`config.mk`:
```
export PLATFORM = sky130hd
export DESIGN_NAME = freq_counter_bcd
export DESIGN_NICKNAME = d
export VERILOG_FILES = /design/src/rtl/freq_counter_bcd_pkg.sv /design/src/rtl/bcd_sat_counter.sv /design/src/rtl/freq_counter_bcd.sv
export SDC_FILE = /design/constraint.sdc
export NUM_CORES = 1
export LEC_CHECK = 0
export BUFFER_PORTS_ARGS = -buffer_cell sky130_fd_sc_hd__buf_2
export CORE_ASPECT_RATIO = 0.9
export CORE_MARGIN = 2
export CORE_UTILIZATION = 30
export CTS_CLUSTER_SIZE = 20
export DETAILED_ROUTE_END_ITERATION = 10
export PLACE_DENSITY = 0.49
export RECOVER_POWER = 50
export SYNTH_ARGS = -nofsm -noshare
export SYNTH_HDL_FRONTEND = slang
export SYNTH_SLANG_ARGS = --single-unit
```
`constraint.sdc`:
```
create_clock -name clk -period 2.7 [get_ports clk]
set_input_delay 0.27 -clock clk [delete_from_list [all_inputs] [get_ports clk]]
set_output_delay 0.27 -clock clk [all_outputs]
set_load 0.1 [all_outputs]
```
`src/rtl/freq_counter_bcd_pkg.sv`:
```
// freq_counter_pkg: shared encodings for the BCD frequency counter
package freq_counter_pkg;

    localparam int BCD_W = 4;

    typedef enum logic [1:0] {
        EDGE_RISE = 2'b00,
        EDGE_FALL = 2'b01,
        EDGE_BOTH = 2'b10
    } edge_mode_e;

    typedef enum logic {
        S_IDLE  = 1'b0,
        S_COUNT = 1'b1
    } state_e;

endpackage

```
`src/rtl/bcd_sat_counter.sv`:
```
// bcd_sat_counter: ripple-carry BCD accumulator that sticks at all 9s and flags saturation
module bcd_sat_counter
    import freq_counter_pkg::*;
#(
    parameter int DIGITS = 3
) (
    input  logic                      clk,
    input  logic                      reset_n,
    input  logic                      clear,
    input  logic                      inc,
    output logic [BCD_W*DIGITS-1:0]   value,
    output logic                      sat
);

    logic [BCD_W*DIGITS-1:0] value_q, value_d;
    logic                    sat_q, sat_d;
    logic                    c;

    // value/sat include this cycle's increment so a closing window sees its last edge
    always_comb begin
        c = inc;
        value = value_q;
        for (int i = 0; i < DIGITS; i++) begin
            if (c) value[BCD_W*i +: BCD_W] = (value_q[BCD_W*i +: BCD_W] == 4'd9) ? '0 : value_q[BCD_W*i +: BCD_W] + 4'd1;
            c = c & (value_q[BCD_W*i +: BCD_W] == 4'd9);
        end
        value = c ? value_q : value;
        sat = sat_q | c;
        value_d = clear ? '0 : value;
        sat_d = clear ? 1'b0 : sat;
    end

    always_ff @(posedge clk or negedge reset_n) begin
        if (!reset_n) begin
            value_q <= '0;
            sat_q <= 1'b0;
        end else begin
            value_q <= value_d;
            sat_q <= sat_d;
        end
    end

endmodule

```
`src/rtl/freq_counter_bcd.sv`:
```
// freq_counter_bcd: gated edge counter accumulating in BCD, latched result with valid strobe
module freq_counter_bcd
    import freq_counter_pkg::*;
#(
    parameter int DIGITS         = 3,
    parameter int PERIOD_BITS    = 16,
    parameter int DEFAULT_PERIOD = 1200,
    parameter int SYNC_STAGES    = 2
) (
    input  logic                      clk,
    input  logic                      reset_n,
    input  logic                      signal,
    input  logic                      enable,
    input  logic [1:0]                edge_mode,
    input  logic [PERIOD_BITS-1:0]    period,
    input  logic                      period_load,
    output logic [BCD_W*DIGITS-1:0]   bcd,
    output logic                      overflow,
    output logic                      valid
);

    logic [SYNC_STAGES-1:0]  sync_q, sync_d;
    logic                    dly_q, dly_d;
    logic [PERIOD_BITS-1:0]  per_q, per_d, cnt_q, cnt_d;
    state_e                  state_q, state_d;
    logic [BCD_W*DIGITS-1:0] bcd_q, bcd_d, acc;
    logic                    ovf_q, ovf_d, valid_q, valid_d;
    logic                    rise, fall, hit, run, close, acc_sat;

    bcd_sat_counter #(.DIGITS(DIGITS)) u_acc (
        .clk     (clk),
        .reset_n (reset_n),
        .clear   (!run || close),
        .inc     (run && hit),
        .value   (acc),
        .sat     (acc_sat)
    );

    always_comb begin
        sync_d = {sync_q[SYNC_STAGES-2:0], signal};
        dly_d = sync_q[SYNC_STAGES-1];
        rise = sync_q[SYNC_STAGES-1] & ~dly_q;
        fall = ~sync_q[SYNC_STAGES-1] & dly_q;
        hit = (edge_mode == EDGE_FALL) ? fall : (edge_mode == EDGE_BOTH) ? (rise | fall) : rise;
        per_d = period_load ? period : per_q;
        // dropping enable mid-window discards it rather than closing it
        run = (state_q == S_COUNT) && enable;
        close = run && (cnt_q >= per_q);
        state_d = enable ? S_COUNT : S_IDLE;
        cnt_d = (run && !close) ? cnt_q + PERIOD_BITS'(1) : '0;
        bcd_d = close ? acc : bcd_q;
        ovf_d = close ? acc_sat : ovf_q;
        valid_d = close;
    end

    always_ff @(posedge clk or negedge reset_n) begin
        if (!reset_n) begin
            sync_q <= '0;
            dly_q <= 1'b0;
            per_q <= PERIOD_BITS'(DEFAULT_PERIOD);
            cnt_q <= '0;
            state_q <= S_IDLE;
            bcd_q <= '0;
            ovf_q <= 1'b0;
            valid_q <= 1'b0;
        end else begin
            sync_q <= sync_d;
            dly_q <= dly_d;
            per_q <= per_d;
            cnt_q <= cnt_d;
            state_q <= state_d;
            bcd_q <= bcd_d;
            ovf_q <= ovf_d;
            valid_q <= valid_d;
        end
    end

    assign bcd = bcd_q;
    assign overflow = ovf_q;
    assign valid = valid_q;

endmodule

```
==> run_results.csv <==
group,metric,value,unit
run_status,status,"completed",
sta,hold_violations,0,
setup_path,reg2reg_slack,0.42,ns
place,dp_hpwl,4.81,mm
min_path,min_path_type,"primary input to register",
logic_synthesis,syn-cell-area,3190,um2
flow_run,drv_cap,0,
detailed_routing,ant_nets,0,
grt,grt_pass1_vias,2290,
grt,overflow,0,
logic_synthesis,synthFlopType,"dfrtp_1",
setup_path,path_cells,"inv_1 > ha_1 > nand3_1 > nor3_1 > a31oi_2 > a21oi_2 > buf_4 > mux2i_1",
clock_tree,clockRootBuffer,"clkbuf_16",
logic_synthesis,yosysWarnings,0,
sta,clock_skew,0.0112,ns
sta,fmax,438,MHz
logic_synthesis,yosysSeqAreaShare,49.6,%
detailed_routing,vias_per_cell,4.63,
clock_tree,clk_transition_reported_paths,0.05,ns
setup_path,worstSetupEndpointType,"register",
detailed_routing,drcViolationCount,0,
setup_path,cp_slowest_cell,"dfstp_2",
die,die_x,113,um
logic_synthesis,synth_area_leaders,"dfrtp_1 (46%), ha_1 (7.5%), mux2i_1 (5.3%), inv_1 (4.9%), nor2_1 (4.2%)",
setup_path,worstPathArrival,2.52,ns
clock_tree,cts_buffers,9,
clock_tree,clk_latency,0.32,ns
logic_synthesis,postSynthAreaPerCell,10.1,um2
setup_path,r2r_start,"per_q[7]",
detailed_routing,avgRoutedWirePerCell,13.3,um
sta,period_needed,2.28,ns
power,power.leakage,1.65,nW
setup_path,max_stage_delay,0.51,ns
detailed_routing,vias,2287,
clock_tree,postCtsSetupRepairBufs,0,
clock_tree,clockBufferDepth,2,
die,io_pins,37,
clock_tree,cts.sinks,63,
place,io_buffer_count,36,
logic_synthesis,synth-seq-cells,63,
sta,rsz0062_at_grt,"no",
die,core,10300,um2
final_layout,fillers,1042,
grt,grt_usage,12.4,%
setup_path,rr_worst_depth,8,
die,rows,35,
sta,fin_tns_setup,0,ns
setup_path,required,2.94,ns
setup_path,cp_max_fo,10,
setup_path,start_kind,"register",
die,initial_core_util,31.0,%
clock_tree,cts_max_level,3,
detailed_routing,drt-pass1-iter-count,4,
logic_synthesis,synth_fp_nets,357,
sta,whs,0.0483,ns
grt,antenna_found_initial,0,
logic_synthesis,synth_edf_count,0,
sta,max_slew_margin,12.4,%
setup_path,r2r-end,"bcd[2]",
power,cellPowerDensity,575,nW/um2
final_layout,final_nets,402,
detailed_routing,wl,6.56,mm
clock_tree,cts_tree,"yes",
logic_synthesis,synth.distinct_cells,40,
die,die_area,11500,um2
grt,grt_start_max_net_pins,32,
logic_synthesis,postSynth.asyncResetShare,100,%
logic_synthesis,yosys.area.top_type,"dfrtp_1",
grt,grt_pass1_wl,11.3,mm
die,die_h,102,um
min_path,min_to,"sync_q[0]",
power,vdd_drop_max,0.000205,V
sta,finalMaxSlewViolations,0,
setup_path,crit_type,"register to register",
sta,period_share,84.6,%
logic_synthesis,syn_inst,315,
sta,setup_viol,0,
final_layout,drive_gt1_share,16.4,%
place,place_congestion,0.776,
min_path,hp-start,"signal",
logic_synthesis,synth_top_area_share,46.3,%
final_layout,n_antenna_cell,0,
final_layout,area_growth,18.3,%
sta,tightest_slew,1.31,ns
detailed_routing,first_iter_violations,76,
min_path,whs_path_depth,1,
## cells in the mapped netlist (3+ instances only)
cell type and instances:
a21oi_1 8, and4bb_2 4, clkbuf_1 4, dfrtp_1 59, dfstp_2 4, ha_1 19
inv_1 42, mux2_2 3, mux2i_1 17, nand2_1 26, nand3_1 9, nand4_1 7
nor2_1 36, nor3_1 9, o21ai_0 18, xnor2_1 15, xor2_1 4
## kinds of logic (layout without fill, tap and decap cells)
logic type                 count (synthesis)  after routing  synth area share [%]
muxes                                     20             20                  6.39
AOI/OAI and AO/OA                         39             39                  7.73
DFF                                       63             63                  49.6
and+or+nand+nor                          105            105                  17.1
xor gates and xnor gates                  19             19                  5.22
adders and majority gates                 19             19                  7.45
buffers and inverters                     50            100                  6.51
## registers in the layout, indices dropped and copies added, names as in the netlist
name / flops
dly_q: 1
state_q: 1
u_acc.sat_q: 1
valid: 1
bcd: 12
sync_q: 2
per_q: 16
u_acc.value_q: 12
cnt_q: 16
overflow: 1
## through the flow
| stage | setup slack, ns | instances | utilization [%] | cell area (um2) | power, W |
|---|---|---|---|---|---|
| 2_1_floorplan | 0.713 | 315 | - | 3190 | 0.00110 |
| 3_3_place_gp | 0.437 | 477 | 34.2 | 3520 | 0.00116 |
| 3_5_place_dp | 0.404 | 477 | 34.2 | 3520 | 0.00116 |
| 4_1_cts | 0.373 | 494 | 36.8 | 3790 | 0.00221 |
| 5_1_grt | 0.196 | 494 | 36.7 | 3770 | 0.00227 |
| 6_report | 0.416 | 494 | 36.7 | 3770 | 0.00217 |
## routing by layer
layer  routed length, um  vias up  global-route usage, %
met1                3410     1108                   17.3
met3                 153        7                   2.08
met5                   0        -                      0
met2                2900       27                   18.9
met4                  96        0                   5.91
li1                    -     1145                      -
## cells in the final DEF (no fill, tap or decap), types with 4 or more instances in the layout
cell type / count
xor2_1: 4
nor3_1: 9
clkbuf_16: 9
and4bb_2: 4
clkbuf_1: 16
nor2_1: 36
nand4_1: 7
buf_2: 25
nand2_1: 26
o21ai_0: 18
dfrtp_1: 59
xnor2_1: 15
ha_1: 19
mux2i_1: 17
nand3_1: 9
inv_1: 42
a21oi_1: 8
dfstp_2: 4
## worst max path at each step
stage | from | endpoint | slack (ns) | depth (start not counted)
2_1_floorplan | per_q[7] | bcd[0] | 0.71 | 8
3_3_place_gp | sync_q[1] | bcd[7] | 0.44 | 6
3_5_place_dp | per_q[7] | bcd[2] | 0.40 | 8
4_1_cts | per_q[7] | bcd[2] | 0.37 | 8
5_1_grt | per_q[7] | bcd[6] | 0.20 | 8
6_report | per_q[7] | bcd[2] | 0.42 | 8
## cell type report
| cell class | count | area [um2] | share of cell area [%] |
|---|---|---|---|
| sequential | 63 | 1580 | 41.9 |
| clock buffer | 15 | 258 | 6.83 |
| tap | 129 | 161 | 4.28 |
| inverter | 42 | 158 | 4.18 |
| clock inverter | 1 | 5.00 | 0.133 |
| timing repair buffer | 42 | 209 | 5.54 |
| multi-input combinational | 202 | 1400 | 37.1 |
## repair_timing
action / in CTS / in global routing
hold buffers: 1 / 0
hold endpoints to repair: 22 / 0
resized for setup: 0 / 0
## worst max-delay path: cells and delay by family (launching register included)
family                     cells  cell delay (ns)
DFF                            1             0.51
AOI/OAI and AO/OA              2             0.45
and+or+nand+nor                2             0.38
buffers and inverters          2             0.34
adders and majority gates      1             0.32
muxes                          1             0.21
## power breakdown
part | total [W] | leakage [nW] | internal [W] | switching (W)
clock network | 0.00103 | 0.128 | 0.000646 | 0.000380
logic | 0.000156 | 0.750 | 0.0000499 | 0.000106
registers | 0.000989 | 0.776 | 0.000978 | 0.0000112
Power figures use the tool's default switching activity.
